--- config.mk ---
export PLATFORM = sky130hd
export DESIGN_NAME = mem_io_responder_flat
export DESIGN_NICKNAME = d
export VERILOG_FILES = /design/src/rtl/mem_io_responder_pkg.sv /design/src/rtl/mem_io_responder_if.sv /design/src/rtl/mem_io_responder_io_out_fifo.sv /design/src/rtl/mem_io_responder.sv /design/src/flat_wrapper.sv
export SDC_FILE = /design/constraint.sdc
export NUM_CORES = 2
export LEC_CHECK = 0
export BUFFER_PORTS_ARGS = -buffer_cell sky130_fd_sc_hd__buf_2
export CORE_MARGIN = 2
export CORE_UTILIZATION = 49
export DETAILED_ROUTE_END_ITERATION = 7
export PLACE_DENSITY = 0.67
export SKIP_CTS_REPAIR_TIMING = 1
export SLEW_MARGIN = 20
export SYNTH_ARGS = -nofsm -noshare
export SYNTH_HDL_FRONTEND = slang
export SYNTH_SLANG_ARGS = --single-unit
--- constraint.sdc ---
create_clock -name clk -period 3.8 [get_ports clk]
set_input_delay 0.19 -clock clk [delete_from_list [all_inputs] [get_ports clk]]
set_output_delay 0.19 -clock clk [all_outputs]
set_load 0.02 [all_outputs]
--- src/rtl/mem_io_responder_pkg.sv ---
// rtl/mem_io_responder_pkg.sv - shared constants and types for the memory/IO responder
package mem_io_pkg;

  localparam logic [1:0] OFS_OUT    = 2'd0;
  localparam logic [1:0] OFS_STATUS = 2'd1;
  localparam logic [1:0] OFS_IN     = 2'd2;

  localparam int ST_FULL  = 0;
  localparam int ST_EMPTY = 1;
  localparam int ST_MBOX  = 2;
  localparam int ST_OVF   = 3;

  localparam logic MEMRW_WRITE = 1'b1;

  typedef enum logic {
    MBOX_EMPTY = 1'b0,
    MBOX_FULL  = 1'b1
  } mbox_state_t;

endpackage

--- src/rtl/mem_io_responder_if.sv ---
// rtl/mem_io_responder_if.sv - CPU bus, program-load port and host streams of the responder
interface mem_io_responder_if #(
  parameter int DATA_W = 16,
  parameter int ADDR_W = 8
);
  logic              MemRW;
  logic [ADDR_W-1:0] MemAddr;
  logic [DATA_W-1:0] MemD;
  logic [DATA_W-1:0] MemQ;

  logic              ld_en;
  logic [ADDR_W-1:0] ld_addr;
  logic [DATA_W-1:0] ld_data;

  logic              out_valid;
  logic [DATA_W-1:0] out_data;
  logic              out_ready;

  logic              in_valid;
  logic [DATA_W-1:0] in_data;
  logic              in_ready;

  logic              overflow;

  // master: CPU plus host side driving the responder
  modport master (
    output MemRW, MemAddr, MemD, ld_en, ld_addr, ld_data, out_ready, in_valid, in_data,
    input  MemQ, out_valid, out_data, in_ready, overflow
  );

  modport slave (
    input  MemRW, MemAddr, MemD, ld_en, ld_addr, ld_data, out_ready, in_valid, in_data,
    output MemQ, out_valid, out_data, in_ready, overflow
  );
endinterface

--- src/rtl/mem_io_responder_io_out_fifo.sv ---
// rtl/mem_io_responder_io_out_fifo.sv - synchronous output FIFO with overflow pulse
module io_out_fifo #(
  parameter int DATA_W = 16,
  parameter int DEPTH  = 4
) (
  input  logic              clk,
  input  logic              Reset,
  input  logic              push,
  input  logic [DATA_W-1:0] push_data,
  input  logic              pop,
  output logic [DATA_W-1:0] pop_data,
  output logic              full,
  output logic              empty,
  output logic              ovf_pulse
);

  localparam int PTR_W = $clog2(DEPTH);

  logic [DATA_W-1:0] mem [DEPTH];
  logic [PTR_W-1:0]  wr_ptr;
  logic [PTR_W-1:0]  rd_ptr;
  logic [PTR_W:0]    count;
  logic              do_push;
  logic              do_pop;

  assign full    = (count == (PTR_W+1)'(DEPTH));
  assign empty   = (count == '0);
  assign do_pop  = pop && !empty;
  // a pop in the same cycle frees the slot the push needs
  assign do_push = push && (!full || do_pop);
  assign ovf_pulse = push && full && !do_pop;
  assign pop_data  = mem[rd_ptr];

  always_ff @(posedge clk) begin
    if (do_push) begin
      mem[wr_ptr] <= push_data;
    end
  end

  always_ff @(posedge clk) begin
    if (Reset) begin
      wr_ptr <= '0;
      rd_ptr <= '0;
      count  <= '0;
    end else begin
      if (do_push) begin
        wr_ptr <= wr_ptr + PTR_W'(1);
      end
      if (do_pop) begin
        rd_ptr <= rd_ptr + PTR_W'(1);
      end
      case ({do_push, do_pop})
        2'b10:   count <= count + (PTR_W+1)'(1);
        2'b01:   count <= count - (PTR_W+1)'(1);
        default: count <= count;
      endcase
    end
  end

endmodule

--- src/rtl/mem_io_responder.sv ---
// rtl/mem_io_responder.sv - word RAM plus memory-mapped output FIFO and input mailbox
module mem_io_responder
  import mem_io_pkg::*;
#(
  parameter int                DATA_W     = 16,
  parameter int                ADDR_W     = 8,
  parameter int                FIFO_DEPTH = 4,
  parameter logic [ADDR_W-1:0] IO_BASE    = 8'hFC
) (
  input logic             clk,
  input logic             Reset,
  mem_io_responder_if.slave bus
);

  localparam int RAM_WORDS = int'(IO_BASE);

  logic [DATA_W-1:0] ram [RAM_WORDS];

  logic [ADDR_W-1:0] ofs_full;
  logic [1:0]        io_ofs;
  logic              io_sel;
  logic              reg_hit;
  logic              cpu_wr;
  logic              wr_out;
  logic              wr_status;
  logic              wr_in;
  logic              ld_hit;

  logic              fifo_full;
  logic              fifo_empty;
  logic              fifo_ovf;
  logic              fifo_pop;
  logic [DATA_W-1:0] fifo_head;

  mbox_state_t       mbox_state;
  logic [DATA_W-1:0] mbox_data;
  logic              mbox_valid;
  logic              overflow_q;
  logic [DATA_W-1:0] status_word;
  logic [DATA_W-1:0] mem_q;

  assign ofs_full  = bus.MemAddr - IO_BASE;
  assign io_ofs    = ofs_full[1:0];
  assign io_sel    = (bus.MemAddr >= IO_BASE);
  assign reg_hit   = io_sel && (ofs_full < ADDR_W'(4));
  assign cpu_wr    = (bus.MemRW == MEMRW_WRITE);
  assign wr_out    = cpu_wr && reg_hit && (io_ofs == OFS_OUT);
  assign wr_status = cpu_wr && reg_hit && (io_ofs == OFS_STATUS);
  assign wr_in     = cpu_wr && reg_hit && (io_ofs == OFS_IN);
  assign ld_hit    = bus.ld_en && (bus.ld_addr < IO_BASE);

  // single write port: an in-range load takes it over any CPU RAM write
  always_ff @(posedge clk) begin
    if (ld_hit) begin
      ram[bus.ld_addr] <= bus.ld_data;
    end else if (cpu_wr && !io_sel) begin
      ram[bus.MemAddr] <= bus.MemD;
    end
  end

  assign fifo_pop = !fifo_empty && bus.out_ready;

  io_out_fifo #(
    .DATA_W (DATA_W),
    .DEPTH  (FIFO_DEPTH)
  ) u_out_fifo (
    .clk       (clk),
    .Reset     (Reset),
    .push      (wr_out),
    .push_data (bus.MemD),
    .pop       (fifo_pop),
    .pop_data  (fifo_head),
    .full      (fifo_full),
    .empty     (fifo_empty),
    .ovf_pulse (fifo_ovf)
  );

  always_ff @(posedge clk) begin
    if (Reset) begin
      overflow_q <= 1'b0;
    end else if (fifo_ovf) begin
      overflow_q <= 1'b1;
    end else if (wr_status && bus.MemD[ST_OVF]) begin
      overflow_q <= 1'b0;
    end
  end

  // mailbox: an empty mailbox always accepts the offered word, even alongside an ack
  always_ff @(posedge clk) begin
    if (Reset) begin
      mbox_state <= MBOX_EMPTY;
      mbox_data  <= '0;
    end else begin
      case (mbox_state)
        MBOX_EMPTY: begin
          if (bus.in_valid) begin
            mbox_state <= MBOX_FULL;
            mbox_data  <= bus.in_data;
          end
        end
        MBOX_FULL: begin
          if (wr_in) begin
            mbox_state <= MBOX_EMPTY;
          end
        end
        default: mbox_state <= MBOX_EMPTY;
      endcase
    end
  end

  assign mbox_valid = (mbox_state == MBOX_FULL);

  always_comb begin
    status_word          = '0;
    status_word[ST_FULL]  = fifo_full;
    status_word[ST_EMPTY] = fifo_empty;
    status_word[ST_MBOX]  = mbox_valid;
    status_word[ST_OVF]   = overflow_q;
  end

  always_comb begin
    mem_q = '0;
    if (!io_sel) begin
      mem_q = ram[bus.MemAddr];
    end else if (reg_hit) begin
      case (io_ofs)
        OFS_STATUS: mem_q = status_word;
        OFS_IN:     mem_q = mbox_data;
        default:    mem_q = '0;
      endcase
    end
  end

  assign bus.MemQ      = mem_q;
  assign bus.out_valid = !fifo_empty;
  assign bus.out_data  = fifo_head;
  assign bus.in_ready  = !mbox_valid;
  assign bus.overflow  = overflow_q;

endmodule

--- src/flat_wrapper.sv ---
// flat-port wrapper written by rule: the top's interface ports become plain ports
module mem_io_responder_flat import mem_io_pkg::*;
#(
  parameter int                DATA_W     = 16,
  parameter int                ADDR_W     = 8,
  parameter int                FIFO_DEPTH = 4,
  parameter logic [ADDR_W-1:0] IO_BASE    = 8'hFC
)
  (clk, Reset, bus_MemRW, bus_MemAddr, bus_MemD, bus_ld_en, bus_ld_addr, bus_ld_data, bus_out_ready, bus_in_valid, bus_in_data, bus_MemQ, bus_out_valid, bus_out_data, bus_in_ready, bus_overflow);
  mem_io_responder_if #(.DATA_W(DATA_W), .ADDR_W(ADDR_W)) bus_i ();
  input logic clk;
  input logic Reset;
  input wire logic [$bits(bus_i.MemRW)-1:0] bus_MemRW;
  input wire logic [$bits(bus_i.MemAddr)-1:0] bus_MemAddr;
  input wire logic [$bits(bus_i.MemD)-1:0] bus_MemD;
  input wire logic [$bits(bus_i.ld_en)-1:0] bus_ld_en;
  input wire logic [$bits(bus_i.ld_addr)-1:0] bus_ld_addr;
  input wire logic [$bits(bus_i.ld_data)-1:0] bus_ld_data;
  input wire logic [$bits(bus_i.out_ready)-1:0] bus_out_ready;
  input wire logic [$bits(bus_i.in_valid)-1:0] bus_in_valid;
  input wire logic [$bits(bus_i.in_data)-1:0] bus_in_data;
  output wire logic [$bits(bus_i.MemQ)-1:0] bus_MemQ;
  output wire logic [$bits(bus_i.out_valid)-1:0] bus_out_valid;
  output wire logic [$bits(bus_i.out_data)-1:0] bus_out_data;
  output wire logic [$bits(bus_i.in_ready)-1:0] bus_in_ready;
  output wire logic [$bits(bus_i.overflow)-1:0] bus_overflow;
  assign bus_i.MemRW = bus_MemRW;
  assign bus_i.MemAddr = bus_MemAddr;
  assign bus_i.MemD = bus_MemD;
  assign bus_i.ld_en = bus_ld_en;
  assign bus_i.ld_addr = bus_ld_addr;
  assign bus_i.ld_data = bus_ld_data;
  assign bus_i.out_ready = bus_out_ready;
  assign bus_i.in_valid = bus_in_valid;
  assign bus_i.in_data = bus_in_data;
  assign bus_MemQ = bus_i.MemQ;
  assign bus_out_valid = bus_i.out_valid;
  assign bus_out_data = bus_i.out_data;
  assign bus_in_ready = bus_i.in_ready;
  assign bus_overflow = bus_i.overflow;
  mem_io_responder #(.DATA_W(DATA_W), .ADDR_W(ADDR_W), .FIFO_DEPTH(FIFO_DEPTH), .IO_BASE(IO_BASE)) u_core (.clk(clk), .Reset(Reset), .bus(bus_i));
endmodule
==> flow_results.org <==
** Worst setup path
- The worst setup path is launched from a flip-flop.
- For the worst flop-to-flop path, the logic depth is 5.
- The worst setup path is captured at a primary output.
- Setup slack of the most critical reg-to-reg path :: approximately 1200 ps
- Critical register-to-register path startpoint :: u_core.mbox_state
- WP data arrival :: just under 4000 ps
- The worst setup path is of the flip-flop to primary output kind.
- Capture instance of the worst register-to-register path :: u_core.mbox_data[15]
- For the worst setup path, the data required time is ~3600 ps.
- Max FO, Critical Path :: 1

** Placed design
- Worst setup slack after placement :: -664 ps
- Input and output buffers added on the ports amount to 104.
- Placed inst area :: around 0.17 mm^2
- Once detailed placement completed, the half-perimeter wirelength came to around 280 mm.
- Final RePlAce weighted congestion :: slightly below 1

** CTS
- The clock net in this run drives a total of 4123 sinks.
- TritonCTS built the clock tree.
- In this run, CTS created clock tree buffers numbering between 400 and 500.
- Clock root buffer :: clkbuf_16
- Maximum level of the CTS H-tree :: 5
- At the later pin of the worst-skew pair, clock insertion delay measures ~990 ps.
- Worst-case clock buffer depth :: 4
- Clock-pin slew was measured on the worst setup and hold paths at 60 ps.

** GRT
- In the global route stage, met3 resource usage came out at 5.33%.
- The number of global-route vias before repair is ~80000.
- Initial antenna violation count :: 23
- Global Route met1 Usage :: around two fifths
- Across every metal layer, demand over resource in global routing totals 27.3%.
- In this run the most used layer during global routing was met2.
- Pin count of the biggest net entering global routing :: 185
- The first global-routing pass estimated between 600 and 700 mm of wire.
- Met2 Resource Use GR :: 41.6%
- Global routing finished with a remaining overflow of 0.

** STA
- Minimum clock period :: 4170 ps
- Setup repair after global routing could not meet its margin everywhere.
- Number of slew-limit violations in the final report :: 0
- Setup slack on the critical path of the routed design comes to -367 ps.
- For the pin with the worst max-slew slack, the measured transition is about 1200 ps.
- Derived from the worst setup path, the maximum achievable clock frequency is 240 MHz.
- Fin crit share :: 110%
- The clock arrives with about 56 ps of skew.
- Slew Limit Headroom :: between 20% and 30%
- Hold Worst Slack :: 15.6 ps
- The number of failing hold endpoints at the final stage is 0.
- Setup violations remaining at the end of the flow were counted as 7.

** Synth
- In the synthesized netlist, the number of instances is between 7000 and 8000.
- Share of synthesized registers carrying an async set or reset :: 0%
- Each instance of the synthesized netlist takes up on average ~23 um^2.
- Ys flop type :: edfxtp_1
- Summing the sequential cell areas from Yosys gives roughly 80% of the chip area.
- Synthesized flop and latch total :: about 4100
- Total number of yosys warnings :: 0
- Number of nets produced by synthesis :: a little over 7000
- In this run the cell area of the synthesized design comes to between 0.15 and 0.2 mm^2.
- The number of different library cells used by synthesis comes to 75.
- Number of enable-type register cells in the synthesized netlist :: approximately 4000

** Power
- In this run the power density over the cells is approximately 520 mW/mm^2.
- LEAKAGE :: roughly 60 nW
- Peak ir drop on the vdd network :: 0.418 mV

** Detailed routing
- For this block, the initial DRC count from the detailed router was 11900.
- In the final routed layout, each cell accounts on average for 35.5 um.
- Overall via count from detail_route :: 82000
- DRC :: 0
- The pre-antenna-repair detailed-routing pass consisted of 6 iterations.
- In this run the remaining antenna-violating nets after routing total 0.
- Post-detailed-route via-to-cell ratio :: about 6.4
- For this block, the routed nets add up to roughly 450 mm of wire.

** Run
- Max-capacitance violation count :: 0

** Finish
- Final Util :: roughly 58%
- Finished layout cell area :: 0.187 mm^2
- Post-layout net count :: about 8000
- Compared with the post-synthesis result, the final layout area differs by 18.0%.
- Filler instances :: about 23000
- Layout cell share with drive strength beyond 1 :: approximately 34%

** Floorplan
- The die covers between 0.3 and 0.4 mm^2.
- Measured along the y axis, the die boundary spans approximately 570 um.
- Floorplan core area :: 0.323 mm^2
- The die is between 500 and 600 um wide.
- Ports placed on the boundary :: roughly 110
- Rows :: around 210
- Once the floorplan was initialized, standard cells occupied approximately half of the core.

** Worst hold path
- Along the worst hold path, the cell count comes to 2.
- End of the worst hold path :: u_core.u_out_fifo.mem[1][0]
- The startpoint identified for the worst hold timing path is bus_MemD[0].
- Classification of the worst-slack hold path :: primary input to flip-flop

** Status
- Failing checks :: negative setup slack
- Result of the run :: complete, but fails checks
-- cells by family after synthesis --
| family | after synthesis | share of synthesized area [%] |
|---|---|---|
| flip-flops | 4123 | 77.7 |
| multiplexers | 1352 | 17.0 |
| AND/OR/NAND/NOR | 668 | 1.73 |
| AO/OA/AOI/OAI | 454 | 2.05 |
| buffers and inverters | 419 | 1.42 |
| adder cells (fa/ha/maj) | 8 | 0.0677 |
| XOR/XNOR | 5 | 0.0275 |
-- Yosys cell counts, types with 31 or more instances --
| library cell | number | area share [%] |
|---|---|---|
| edfxtp_1 | 4096 | 77 |
| mux4_2 | 1067 | 15 |
| nor2_1 | 321 | 0.76 |
| nand2_1 | 240 | 0.57 |
| mux2i_1 | 237 | 1.5 |
| clkbuf_1 | 157 | 0.37 |
| buf_2 | 133 | 0.42 |
| a21oi_1 | 78 | 0.25 |
| o22ai_1 | 53 | 0.21 |
| o21ai_0 | 47 | 0.15 |
| buf_4 | 45 | 0.21 |
| mux2_2 | 45 | 0.32 |
| a221oi_1 | 34 | 0.19 |
| buf_1 | 31 | 0.073 |
-- cell usage in the layout (no fill, tap or decap), drive strengths merged, types with 29 or more instances in the layout --
cell | Yosys | layout
dlygate4sd3 | 0 | 87
o21ai | 49 | 49
buf | 247 | 983
inv | 12 | 30
clkbuf | 157 | 485
edfxtp | 4096 | 4096
a221oi | 35 | 35
a22oi | 29 | 29
mux4 | 1070 | 1070
nand2 | 240 | 240
mux2 | 45 | 45
clkinv | 3 | 195
nor2 | 321 | 321
bufinv | 0 | 44
mux2i | 237 | 237
o22ai | 53 | 53
a21oi | 78 | 78
-- flip-flops by register name, indices dropped and copies added (netlist names), named ones only --
name	cells
u_core.mbox_data	16
u_core.u_out_fifo.wr_ptr	2
u_core.mbox_state	1
u_core.bus.overflow	1
u_core.u_out_fifo.rd_ptr	2
u_core.u_out_fifo.mem	64
u_core.ram	4032
u_core.u_out_fifo.count	3
-- power breakdown --
group | internal (mW) | switching (mW) | total, mW
sequential | 50.6 | 0.0910 | 50.7
clock | 23.0 | 17.5 | 40.5
combinational | 2.33 | 4.15 | 6.48
total | 75.9 | 21.7 | 97.7
-- worst max-delay path, cell delays in order (launching register included) --
cell and delay (ps):
edfxtp_1 370, mux4_2 470, mux4_2 550, mux2i_4 490, buf_6 180, o22ai_4 90, nor4_2 270, buf_4 160
o41ai_4 170, buf_4 240
-- per-layer routing --
metal  up-vias  share of wire (%)
met1     44000                 38
met5         -              0.013
met3       820                 10
li1      32000                  -
met4         8                5.0
met2      5131                 47
-- final cells by class --
type                    instances  area (um^2)  share of cell area, %
repair buffers               1070        10800                   5.78
inverters                      15         75.1                 0.0400
diodes                         14         35.0                 0.0187
well taps                    4325         5410                   2.89
flip-flops and latches       4123       124000                   65.9
clock buffers                 485        10600                   5.63
clock inverters               270         2920                   1.56
multi-input cells            2487        34100                   18.2
-- metrics by stage --
stage | setup TNS (ps) | cells | total power [mW]
detailed placement | -1990 | 11900 | 57.9
CTS | -4570 | 12700 | 97.8
floorplan | -493800 | 7029 | 54.8
finish | -798 | 12800 | 97.7
global placement | -2510 | 11900 | 57.7
global route | -1140 | 12800 | 100
-- worst max path at each step --
stage / from / endpoint / slack, ps / cells past startpoint
after floorplan: bus_ld_addr[5] / u_core.ram[0][10] / -200 / 6
after global placement: bus_MemAddr[0] / bus_MemQ[2] / -910 / 13
after detailed placement: bus_MemAddr[0] / bus_MemQ[2] / -660 / 13
after CTS: u_core.ram[239][12] / bus_MemQ[12] / -880 / 10
after global routing: u_core.ram[187][2] / bus_MemQ[2] / -420 / 9
final: u_core.ram[187][2] / bus_MemQ[2] / -370 / 9
Power figures use the tool's default switching activity.
